$ cat src/rtl/qmult_if.sv
// Start/busy/valid handshake bundle for the sequential Q15.16 multiplier.
// The master launches operations; the slave (qmult) returns the result.
interface qmult_if #(
  parameter int WIDTH = 31
);
  logic             start;
  logic [WIDTH:0]   multiplicand;
  logic [WIDTH:0]   multiplier;
  logic [WIDTH:0]   product;
  logic             valid;
  logic             busy;
  logic             ovf;

  modport master (
    output start, multiplicand, multiplier,
    input  product, valid, busy, ovf
  );

  modport slave (
    input  start, multiplicand, multiplier,
    output product, valid, busy, ovf
  );
endinterface

$ cat src/rtl/qmult.sv
// Sequential sign-magnitude Q15.16 multiplier: shift-add, one multiplier bit
// per cycle, fixed WIDTH+1 cycle latency, saturating on integer overflow.
module qmult #(
  parameter int WIDTH = 31,
  parameter int FBITS = 16
) (
  input logic  clk,
  input logic  rst,
  qmult_if.slave bus
);

  localparam int CW = $clog2(WIDTH + 1);

  typedef enum logic [1:0] {IDLE, RUN, DONE} state_t;

  state_t             state;
  state_t             state_nxt;
  logic               sign_r;
  logic [WIDTH-1:0]   mcand_r;
  logic [WIDTH-1:0]   mplier_r;
  logic [2*WIDTH-1:0] acc;
  logic [CW-1:0]      cnt;

  logic [WIDTH-1:0]   mag_raw;
  logic [WIDTH-1:0]   mag;
  logic               ovf_c;
  logic               sign_c;
  logic [2*WIDTH-1:0] addend;

  always_ff @(posedge clk) begin
    if (rst) state <= IDLE;
    else     state <= state_nxt;
  end

  always_comb begin
    state_nxt = state;
    case (state)
      IDLE:    if (bus.start) state_nxt = RUN;
      RUN:     if (cnt == CW'(WIDTH - 1)) state_nxt = DONE;
      DONE:    state_nxt = IDLE;
      default: state_nxt = IDLE;
    endcase
  end

  // Result formation: truncate the low fraction bits, saturate when any bit
  // above the Q15.16 integer range is set, and never emit negative zero.
  always_comb begin
    addend  = {{WIDTH{1'b0}}, mcand_r} << cnt;
    mag_raw = acc[FBITS+WIDTH-1:FBITS];
    ovf_c   = |acc[2*WIDTH-1:FBITS+WIDTH];
    mag     = ovf_c ? {WIDTH{1'b1}} : mag_raw;
    sign_c  = sign_r & (mag != '0);
  end

  always_ff @(posedge clk) begin
    if (rst) begin
      sign_r      <= 1'b0;
      mcand_r     <= '0;
      mplier_r    <= '0;
      acc         <= '0;
      cnt         <= '0;
      bus.product <= '0;
      bus.valid   <= 1'b0;
      bus.busy    <= 1'b0;
      bus.ovf     <= 1'b0;
    end else begin
      bus.valid <= 1'b0;
      bus.busy  <= (state_nxt != IDLE);
      case (state)
        IDLE: begin
          if (bus.start) begin
            sign_r   <= bus.multiplicand[WIDTH] ^ bus.multiplier[WIDTH];
            mcand_r  <= bus.multiplicand[WIDTH-1:0];
            mplier_r <= bus.multiplier[WIDTH-1:0];
            acc      <= '0;
            cnt      <= '0;
          end
        end
        RUN: begin
          if (mplier_r[0]) acc <= acc + addend;
          mplier_r <= mplier_r >> 1;
          cnt      <= cnt + CW'(1);
        end
        DONE: begin
          bus.product <= {sign_c, mag};
          bus.ovf     <= ovf_c;
          bus.valid   <= 1'b1;
        end
        default: ;
      endcase
    end
  end

endmodule

$ cat src/flat_wrapper.sv
// flat-port wrapper written by rule: the top's interface ports become plain ports
module qmult_flat 
#(
  parameter int WIDTH = 31,
  parameter int FBITS = 16
)
  (clk, rst, bus_start, bus_multiplicand, bus_multiplier, bus_product, bus_valid, bus_busy, bus_ovf);
  qmult_if #(.WIDTH(WIDTH)) bus_i ();
  input logic clk;
  input logic rst;
  input wire logic [$bits(bus_i.start)-1:0] bus_start;
  input wire logic [$bits(bus_i.multiplicand)-1:0] bus_multiplicand;
  input wire logic [$bits(bus_i.multiplier)-1:0] bus_multiplier;
  output wire logic [$bits(bus_i.product)-1:0] bus_product;
  output wire logic [$bits(bus_i.valid)-1:0] bus_valid;
  output wire logic [$bits(bus_i.busy)-1:0] bus_busy;
  output wire logic [$bits(bus_i.ovf)-1:0] bus_ovf;
  assign bus_i.start = bus_start;
  assign bus_i.multiplicand = bus_multiplicand;
  assign bus_i.multiplier = bus_multiplier;
  assign bus_product = bus_i.product;
  assign bus_valid = bus_i.valid;
  assign bus_busy = bus_i.busy;
  assign bus_ovf = bus_i.ovf;
  qmult #(.WIDTH(WIDTH), .FBITS(FBITS)) u_core (.clk(clk), .rst(rst), .bus(bus_i));
endmodule
$ cat config.mk
export PLATFORM = sky130hd
export DESIGN_NAME = qmult_flat
export DESIGN_NICKNAME = d
export VERILOG_FILES = /design/src/rtl/qmult_if.sv /design/src/rtl/qmult.sv /design/src/flat_wrapper.sv
export SDC_FILE = /design/constraint.sdc
export NUM_CORES = 1
export LEC_CHECK = 0
export ABC_AREA = 1
export CORE_UTILIZATION = 42
export DETAILED_ROUTE_END_ITERATION = 8
export GPL_TIMING_DRIVEN = 0
export PLACE_DENSITY = 0.7
export SLEW_MARGIN = 20
export SYNTH_ARGS = -nofsm -noshare
export SYNTH_HDL_FRONTEND = slang
export SYNTH_SLANG_ARGS = --single-unit
$ cat constraint.sdc
create_clock -name clk -period 3.5 [get_ports clk]
set_input_delay 0.7 -clock clk [delete_from_list [all_inputs] [get_ports clk]]
set_output_delay 0.7 -clock clk [all_outputs]
set_load 0.01 [all_outputs]
==> metrics.txt, run 1 <==
internal power 3.38 mW; post-DR wirelength/cell 18.5 um; setup_tns 0 ns; Async S/R FF share, synth 0%; Top Ports 102; top cell family by delay on the critical path simple AND/OR/NAND/NOR gates; largest net degree at the start of global routing 20; Synth Cell Area 13,400 um^2; full die area 32,600 um^2; Hold WC Path Type flop to flop; origin of the critical flop-to-flop path u_core.cnt[1]$_SDFFE_PP0P_; Clock Power Share 39.8%; Net Sw Power 1.68 mW; Post-synth top cells nand2_1 (836), inv_1 (328), nor2_1 (213); reg2reg end u_core.acc[44]$_SDFFE_PP0P_; clock sinks 167; CP Class flop to flop; Arr. time, crit path 3.76 ns; Area contributors post-synth dfxtp_1 (25%), nand2_1 (23%), inv_1 (9.2%); data required time at the worst endpoint 3.88 ns; placed instance count 2,818; RSZ-0062 raised after global routing true; Synth Register Bits 167; cell with the most instances after synthesis nand2_1; first-pass GRT wire length 81,400 um; Combinational Power Share 20.6%; Overflow after GRT 0; slowest CP cell fa_1; CP cell instances buf_6 -> clkbuf_4 -> nor4_4 -> inv_2 -> nor3_2 -> ha_2 -> inv_1 -> fa_1 -> inv_1 -> nand3_1 -> nand2_2 -> nand2_1 -> nand2_2 -> nand2_1 -> nand2_2 -> nand2_1 -> nand2_4 -> nand2_1 -> nand3_1 -> nand3_1 -> a21oi_1; Initial Utilization 42.6%; Yosys top cell area share 24.9%; Critical path buffers and inverters 5; Ys Warns 0; CTS tree built; vias in the first global route 14,600; total track usage 32.4%; Worst R2R Path Depth 21; Post-synth EDFFs 0; Site Rows 65; Slew Limit Fails 0; core box area 31,500 um^2; nets@finish 2,591; Port Buffers 100; max incr delay on CP 0.41 ns; Area Overhead vs Synth 27.2%; post-route minimum period 3.38 ns; antenna viol nets, final 0; Finished Layout Cells 2,875; WHS 0.471 ns; leakage power 8.03 nW; CP Launch Type flop; Post-DP HPWL 43,300 um; vias per std cell 5.40; sequential area share after synthesis 24.9%; max cap viols 0; Pwr Total 5.06 mW; DR pass1 iterations 5; Clk pin slew, worst setup/hold paths 0.08 ns; worst skew pair latency 0.47 ns; post-synthesis net count 2,447; root buf cell clkbuf_16; CTS Buf Count 17; Placer Congestion 1.03; die width 181 um; clk buf depth 2; DR vias 15,500; # fillers 3,319; status finished, final reports clean; Cells after Synth 2,316; drt drc 0; Starting DRT DRC Count 1,215; Seq pwr share 39.7%; ys flop type dfxtp_1; Die Span Y 181 um; Critical Path End u_core.acc[44]$_SDFFE_PP0P_; Cell variety after synth 48; final WL 53,000 um; VDD IR max 0.000380 V; fin crit share 96.5%; critical path depth in cells 21; setup violators final 0; syn avg cell area 5.79 um^2; flop2flop setup slack 0.12 ns; Most common cell on crit path nand2_1; Critical path origin u_core.cnt[1]$_SDFFE_PP0P_; diode count 0; Sw Share 33.2%; Final Hold Fails 0; worst slew margin relative to its limit 31.4%; Worst Path Max Fanout 10; worst clock skew 0.0185 ns; Yosys top cell by area dfxtp_1; pwr/cell area 297 nW/um^2; antenna violations before repair 0; layout cell share with drive strength beyond 1 17.5%; fmax 0.296 GHz; H-Tree Depth 4; CP Capture Type flop; Worst-Margin Slew 1.02 ns
## how the worst min path moves through the flow
stage | slack, ns | endpoint | startpoint | cells after the start
final | 0.47 | u_core.mplier_r[30]$_SDFFE_PP0P_ | u_core.mplier_r[30]$_SDFFE_PP0P_ | 2
after global routing | 0.48 | u_core.mplier_r[8]$_SDFFE_PP0P_ | u_core.mplier_r[8]$_SDFFE_PP0P_ | 2
after CTS | 0.47 | u_core.mplier_r[8]$_SDFFE_PP0P_ | u_core.mplier_r[8]$_SDFFE_PP0P_ | 2
after detailed placement | 0.46 | u_core.mplier_r[30]$_SDFFE_PP0P_ | u_core.mplier_r[30]$_SDFFE_PP0P_ | 2
after global placement | 0.45 | u_core.mplier_r[30]$_SDFFE_PP0P_ | u_core.mplier_r[30]$_SDFFE_PP0P_ | 2
after floorplan | 0.43 | u_core.sign_r$_SDFFE_PP0P_ | u_core.sign_r$_SDFFE_PP0P_ | 2
## power by group through the flow
| stage | combinational (mW) | clock (mW) | sequential [mW] |
|---|---|---|---|
| after floorplan | 0.524 | 0 | 2.04 |
| after global placement | 0.820 | 0 | 2.05 |
| after detailed placement | 0.828 | 0 | 2.05 |
| after CTS | 0.887 | 2.04 | 2.01 |
| after global routing | 1.13 | 2.12 | 2.02 |
| final | 1.04 | 2.01 | 2.01 |
## layout make-up
cell class	instances	area [um^2]	share of cell area, %
clock inverter	15	209	1.23
multi-input combinational	1725	9630	56.5
sequential	167	3350	19.6
buffer	87	474	2.78
inverter	337	1270	7.46
tap	402	503	2.95
clock buffer	17	425	2.49
timing repair buffer	125	1190	6.97
## sequential cells by signal (all words and copies together), names as in the netlist
name / flops
u_core.cnt: 5
u_core.bus.busy: 1
u_core.mplier_r: 31
u_core.bus.product: 32
u_core.state: 2
u_core.bus.ovf: 1
u_core.bus.valid: 1
u_core.mcand_r: 31
u_core.sign_r: 1
u_core.acc: 62
## cell usage in the layout (no fill, tap or decap), types with 11 or more instances in the layout
cell type / Yosys / layout
a22oi_1: 19 / 17
inv_1: 328 / 326
nand2_2: 3 / 49
nand3_1: 143 / 121
clkbuf_1: 49 / 40
nand3_2: 1 / 18
nor2_1: 213 / 159
clkdlybuf4s50_1: 0 / 100
nand2_1: 836 / 784
o21ai_1: 5 / 25
nand4_1: 15 / 15
o221a_2: 31 / 31
o21ai_2: 0 / 44
clkbuf_16: 0 / 17
a21oi_1: 124 / 102
ha_1: 63 / 31
nor2_2: 4 / 40
buf_2: 22 / 15
nor4_1: 13 / 11
a21boi_0: 19 / 15
a21oi_2: 0 / 22
nor2_4: 2 / 20
ha_2: 0 / 22
dfxtp_1: 167 / 165
buf_4: 4 / 28
o21ai_0: 130 / 61
## logic make-up after synthesis
kind of cell | Yosys count | synth area share (%)
mux | 15 | 1.12
xor+xnor | 3 | 0.196
simple gates | 1272 | 38.7
flops | 167 | 24.9
fa+ha+maj | 64 | 6.03
compound gates | 371 | 16.7
buf+inv | 424 | 12.2
## metrics by stage
| stage | utilization (%) | instance area [um^2] | setup WS (ns) |
|---|---|---|---|
| global route | 54.2 | 17100 | -0.0763 |
| global placement | 47.4 | 14900 | -0.630 |
| floorplan | - | 13400 | 0.636 |
| CTS | 50.7 | 16000 | 0.000723 |
| finish | 54.2 | 17100 | 0.122 |
| detailed placement | 47.4 | 14900 | -0.626 |
## worst min-delay path, delay by kind of cell (launching register included)
family,cells,cell delay (ns)
AOI/OAI and AO/OA,1,0.05
DFF,1,0.32
and+or+nand+nor,1,0.06
## metal layers
| layer | vias to the layer above | track usage (%) | part of all wire (%) |
|---|---|---|---|
| li1 | 7717 | - | - |
| met1 | 7184 | 42.7 | 44 |
| met2 | 541 | 53.7 | 46 |
| met3 | 88 | 5.25 | 7.3 |
| met4 | 0 | 10.5 | 3.2 |
| met5 | - | 0 | 0 |
## what timing repair did
action	CTS	global route
pin swaps	15	51
endpoints found under the setup margin	51	48
gates resized for setup	147	286
buffers inserted	7	18
hold buffers	0	0
No activity file was read; power rests on OpenSTA's default activity.
==> run 2: changes to the inputs <==
--- a/config.mk
+++ b/config.mk
@@ -11,5 +11,5 @@
 export GPL_TIMING_DRIVEN = 0
 export PLACE_DENSITY = 0.7
-export SLEW_MARGIN = 20
+export SKIP_LAST_GASP = 1
 export SYNTH_ARGS = -nofsm -noshare
 export SYNTH_HDL_FRONTEND = slang
==> constraint.sdc (replaced) <==
create_clock -name clk -period 3.5 [get_ports clk]
set_input_delay 0.7 -clock clk [delete_from_list [all_inputs] [get_ports clk]]
set_output_delay 0.7 -clock clk [all_outputs]
set_load 0.02 [all_outputs]
==> run 2 against run 1 <==
Routed wire length rose by 0.28%. Final cell count rose by 0.10%. Core utilization rose by 0.37 points. Sequential power barely moved. Clock skew barely moved. Maximum frequency rose by 0.45%. First-iteration DRC count fell by 3.9%. Sequential share of layout area fell by 0.14 points. Combinational power rose by 4%. Critical endpoint is now u_core.acc[45]$_SDFFE_PP0P_. Largest cell class unchanged.
==> metrics.txt, run 2 (synthesized netlist as in run 1, its figures left out) <==
top cell family by delay on the critical path simple AND/OR/NAND/NOR gates (unchanged); most frequent cells in the layout nand2_1 (783), inv_1 (325), dfxtp_1 (166) (was nand2_1 (784), inv_1 (326), dfxtp_1 (165)); most common cell after layout, fill and taps aside nand2_1 (unchanged); met2 track utilization from global routing 53.8% (was 53.7%); layout cell share with drive strength beyond 1 17.6% (was 17.5%); largest net degree at the start of global routing 20 (unchanged); slowest CP cell dfxtp_1 (was fa_1); max incr delay on CP 0.38 ns (was 0.41 ns); Clk pin slew, worst setup/hold paths 0.08 ns (about the same); first-pass GRT wire length 81,300 um (was 81,400 um); H-Tree Depth 4 (unchanged); Die Span Y 181 um (unchanged); CTS tree built (unchanged); Post-DP HPWL 43,300 um (unchanged); Largest Register u_core.acc (unchanged); Net Sw Power 1.70 mW (was 1.68 mW); setup violators final 0 (unchanged); final design area excluding fillers 17,200 um^2 (was 17,100 um^2); DR vias 15,500 (about the same); Combinational Power Share 21.2% (was 20.6%); Finished Layout Cells 2,878 (was 2,875); Overflow after GRT 0 (unchanged); antenna violations before repair 0 (unchanged); Seq pwr share 39.3% (was 39.7%); Slew Limit Fails 0 (unchanged); pwr/cell area 298 nW/um^2 (was 297 nW/um^2); nets@finish 2,594 (was 2,591); full die area 32,600 um^2 (unchanged); Area after DPL 14,900 um^2 (unchanged); max cap viols 0 (unchanged); worst skew pair latency 0.47 ns (about the same); CTS Buf Count 17 (unchanged); final WL 53,200 um (was 53,000 um); Critical path buffers and inverters 7 (was 5); vias in the first global route 14,600 (about the same); Sw Share 33.4% (was 33.2%); worst slew margin relative to its limit 24.6% (was 31.4%); core box area 31,500 um^2 (unchanged); Port Buffers 100 (unchanged); total track usage 32.4% (about the same); Worst-Margin Slew 1.12 ns (was 1.02 ns); Site Rows 65 (unchanged); DR pass1 iterations 7 (was 5); Area Overhead vs Synth 28.1% (was 27.2%); placed instance count 2,818 (unchanged); Starting DRT DRC Count 1,168 (was 1,215); Worst Path Max Fanout 10 (unchanged); clk buf depth 2 (unchanged); met1 Use GR 42.7% (about the same); Pwr Total 5.11 mW (was 5.06 mW); status finished, final reports clean (unchanged); drt drc 0 (unchanged); Arr. time, crit path 3.75 ns (was 3.76 ns); Top Ports 102 (unchanged); CP Capture Type flop (unchanged); Clock Power Share 39.5% (was 39.8%); data required time at the worst endpoint 3.89 ns (was 3.88 ns); met3 usage 5.21% (was 5.25%); post-DR wirelength/cell 18.5 um (about the same); leakage power 8.05 nW (was 8.03 nW); die width 181 um (unchanged); grt peak-use layer met2 (unchanged); CP Class flop to flop (unchanged); Most common cell on crit path nand2_1 (unchanged); fmax 0.297 GHz (was 0.296 GHz); worst clock skew 0.0181 ns (was 0.0185 ns); number of flip-flops under the largest register name 62 (unchanged); root buf cell clkbuf_16 (unchanged); diode count 0 (unchanged); biggest regs u_core.acc: 62 flops, u_core.bus.product: 32 flops (unchanged); post-route minimum period 3.36 ns (was 3.38 ns); Final Hold Fails 0 (unchanged); Hold WC Path Type flop to flop (unchanged); VDD IR max 0.000382 V (was 0.000380 V); setup_tns 0 ns (unchanged); clock sinks 167 (unchanged); Initial Utilization 42.6% (unchanged); antenna viol nets, final 0 (unchanged); vias per std cell 5.38 (was 5.40); internal power 3.41 mW (was 3.38 mW); RSZ-0062 raised after global routing true (unchanged); fin crit share 96.1% (was 96.5%); Placer Congestion 1.03 (unchanged); # fillers 3,302 (was 3,319); CP Launch Type flop (unchanged)
[run 2: changes by cell type in the layout (fill, tap and decap cells not counted), moves of 4 or more]
cell     previous run  this run
ha_4               10        19
ha_1               31        27
nor2_2             40        46
ha_2               22        17
buf_4              28        34
a21oi_1           102       107
a21oi_2            22        17
[run 2: final timing paths]
kind | start | end | slack [ns] | cells past startpoint
max reg2reg | u_core.cnt[1]$_SDFFE_PP0P_ | u_core.acc[45]$_SDFFE_PP0P_ | 0.14 | 26
min reg2reg | u_core.mplier_r[6]$_SDFFE_PP0P_ | u_core.mplier_r[5]$_SDFFE_PP0P_ | 0.47 | 2
min | u_core.mplier_r[6]$_SDFFE_PP0P_ | u_core.mplier_r[5]$_SDFFE_PP0P_ | 0.47 | 2
max | u_core.cnt[1]$_SDFFE_PP0P_ | u_core.acc[45]$_SDFFE_PP0P_ | 0.14 | 26
[run 2: worst reg2reg max path, cell delays in order (launching register included)]
cell and delay (ns):
dfxtp_1 0.38, buf_6 0.16, inv_6 0.06, buf_6 0.15, nand2_1 0.12, o21ai_4 0.09, nor2_1 0.17, inv_1 0.10
nand2_1 0.11, o21ai_4 0.10, nor2_4 0.20, ha_4 0.25, nand2_1 0.18, inv_1 0.06, nand2_1 0.07, nand2_1 0.08
inv_1 0.06, nand2_1 0.06, inv_1 0.06, nand2_2 0.07, nand2_1 0.08, nand2_2 0.12, nand2_1 0.11, nand2_1 0.05
nand2_1 0.07, nand3_2 0.15, a21oi_2 0.16
[run 2: stage by stage]
| stage | worst slack, ns | utilization, % | hold WS, ns |
|---|---|---|---|
| after CTS | -0.0485 | 50.6 | 0.471 |
| after detailed placement | -0.626 | 47.4 | 0.459 |
| after floorplan | 0.636 | - | 0.430 |
| after global placement | -0.630 | 47.4 | 0.452 |
| final | 0.137 | 54.6 | 0.468 |
| after global routing | -0.0431 | 54.6 | 0.478 |
[run 2: repair_timing]
action	in CTS	in global routing
buffers inserted	7	21
gates cloned	0	0
resized for setup	140	303
pin swaps	15	44
hold buffers	0	0
setup endpoints to repair	51	49
[run 2: cell type report]
| cell class | count | area [um^2] | area share (%) |
|---|---|---|---|
| multi-input cells | 1725 | 9740 | 56.7 |
| flip-flops and latches | 167 | 3350 | 19.5 |
| inverters | 337 | 1270 | 7.41 |
| repair buffers | 128 | 1210 | 7.05 |
| well taps | 402 | 503 | 2.93 |
| plain buffers | 87 | 465 | 2.71 |
| clock buffers | 17 | 425 | 2.48 |
| clock inverters | 15 | 209 | 1.22 |
[run 2: per-layer routing]
layer  vias to the layer above  share of wire [%]
met5                         -                  0
met4                         0                2.7
li1                       7725                  -
met3                        73                6.5
met2                       564                 46
met1                      7134                 45
[run 2: power groups by stage]
stage               clock network, mW  registers, mW  logic (mW)
floorplan                           0           2.04       0.524
global placement                    0           2.05       0.821
detailed placement                  0           2.05       0.829
CTS                              2.04           2.01       0.886
global route                     2.12           2.02        1.17
finish                           2.02           2.01        1.08
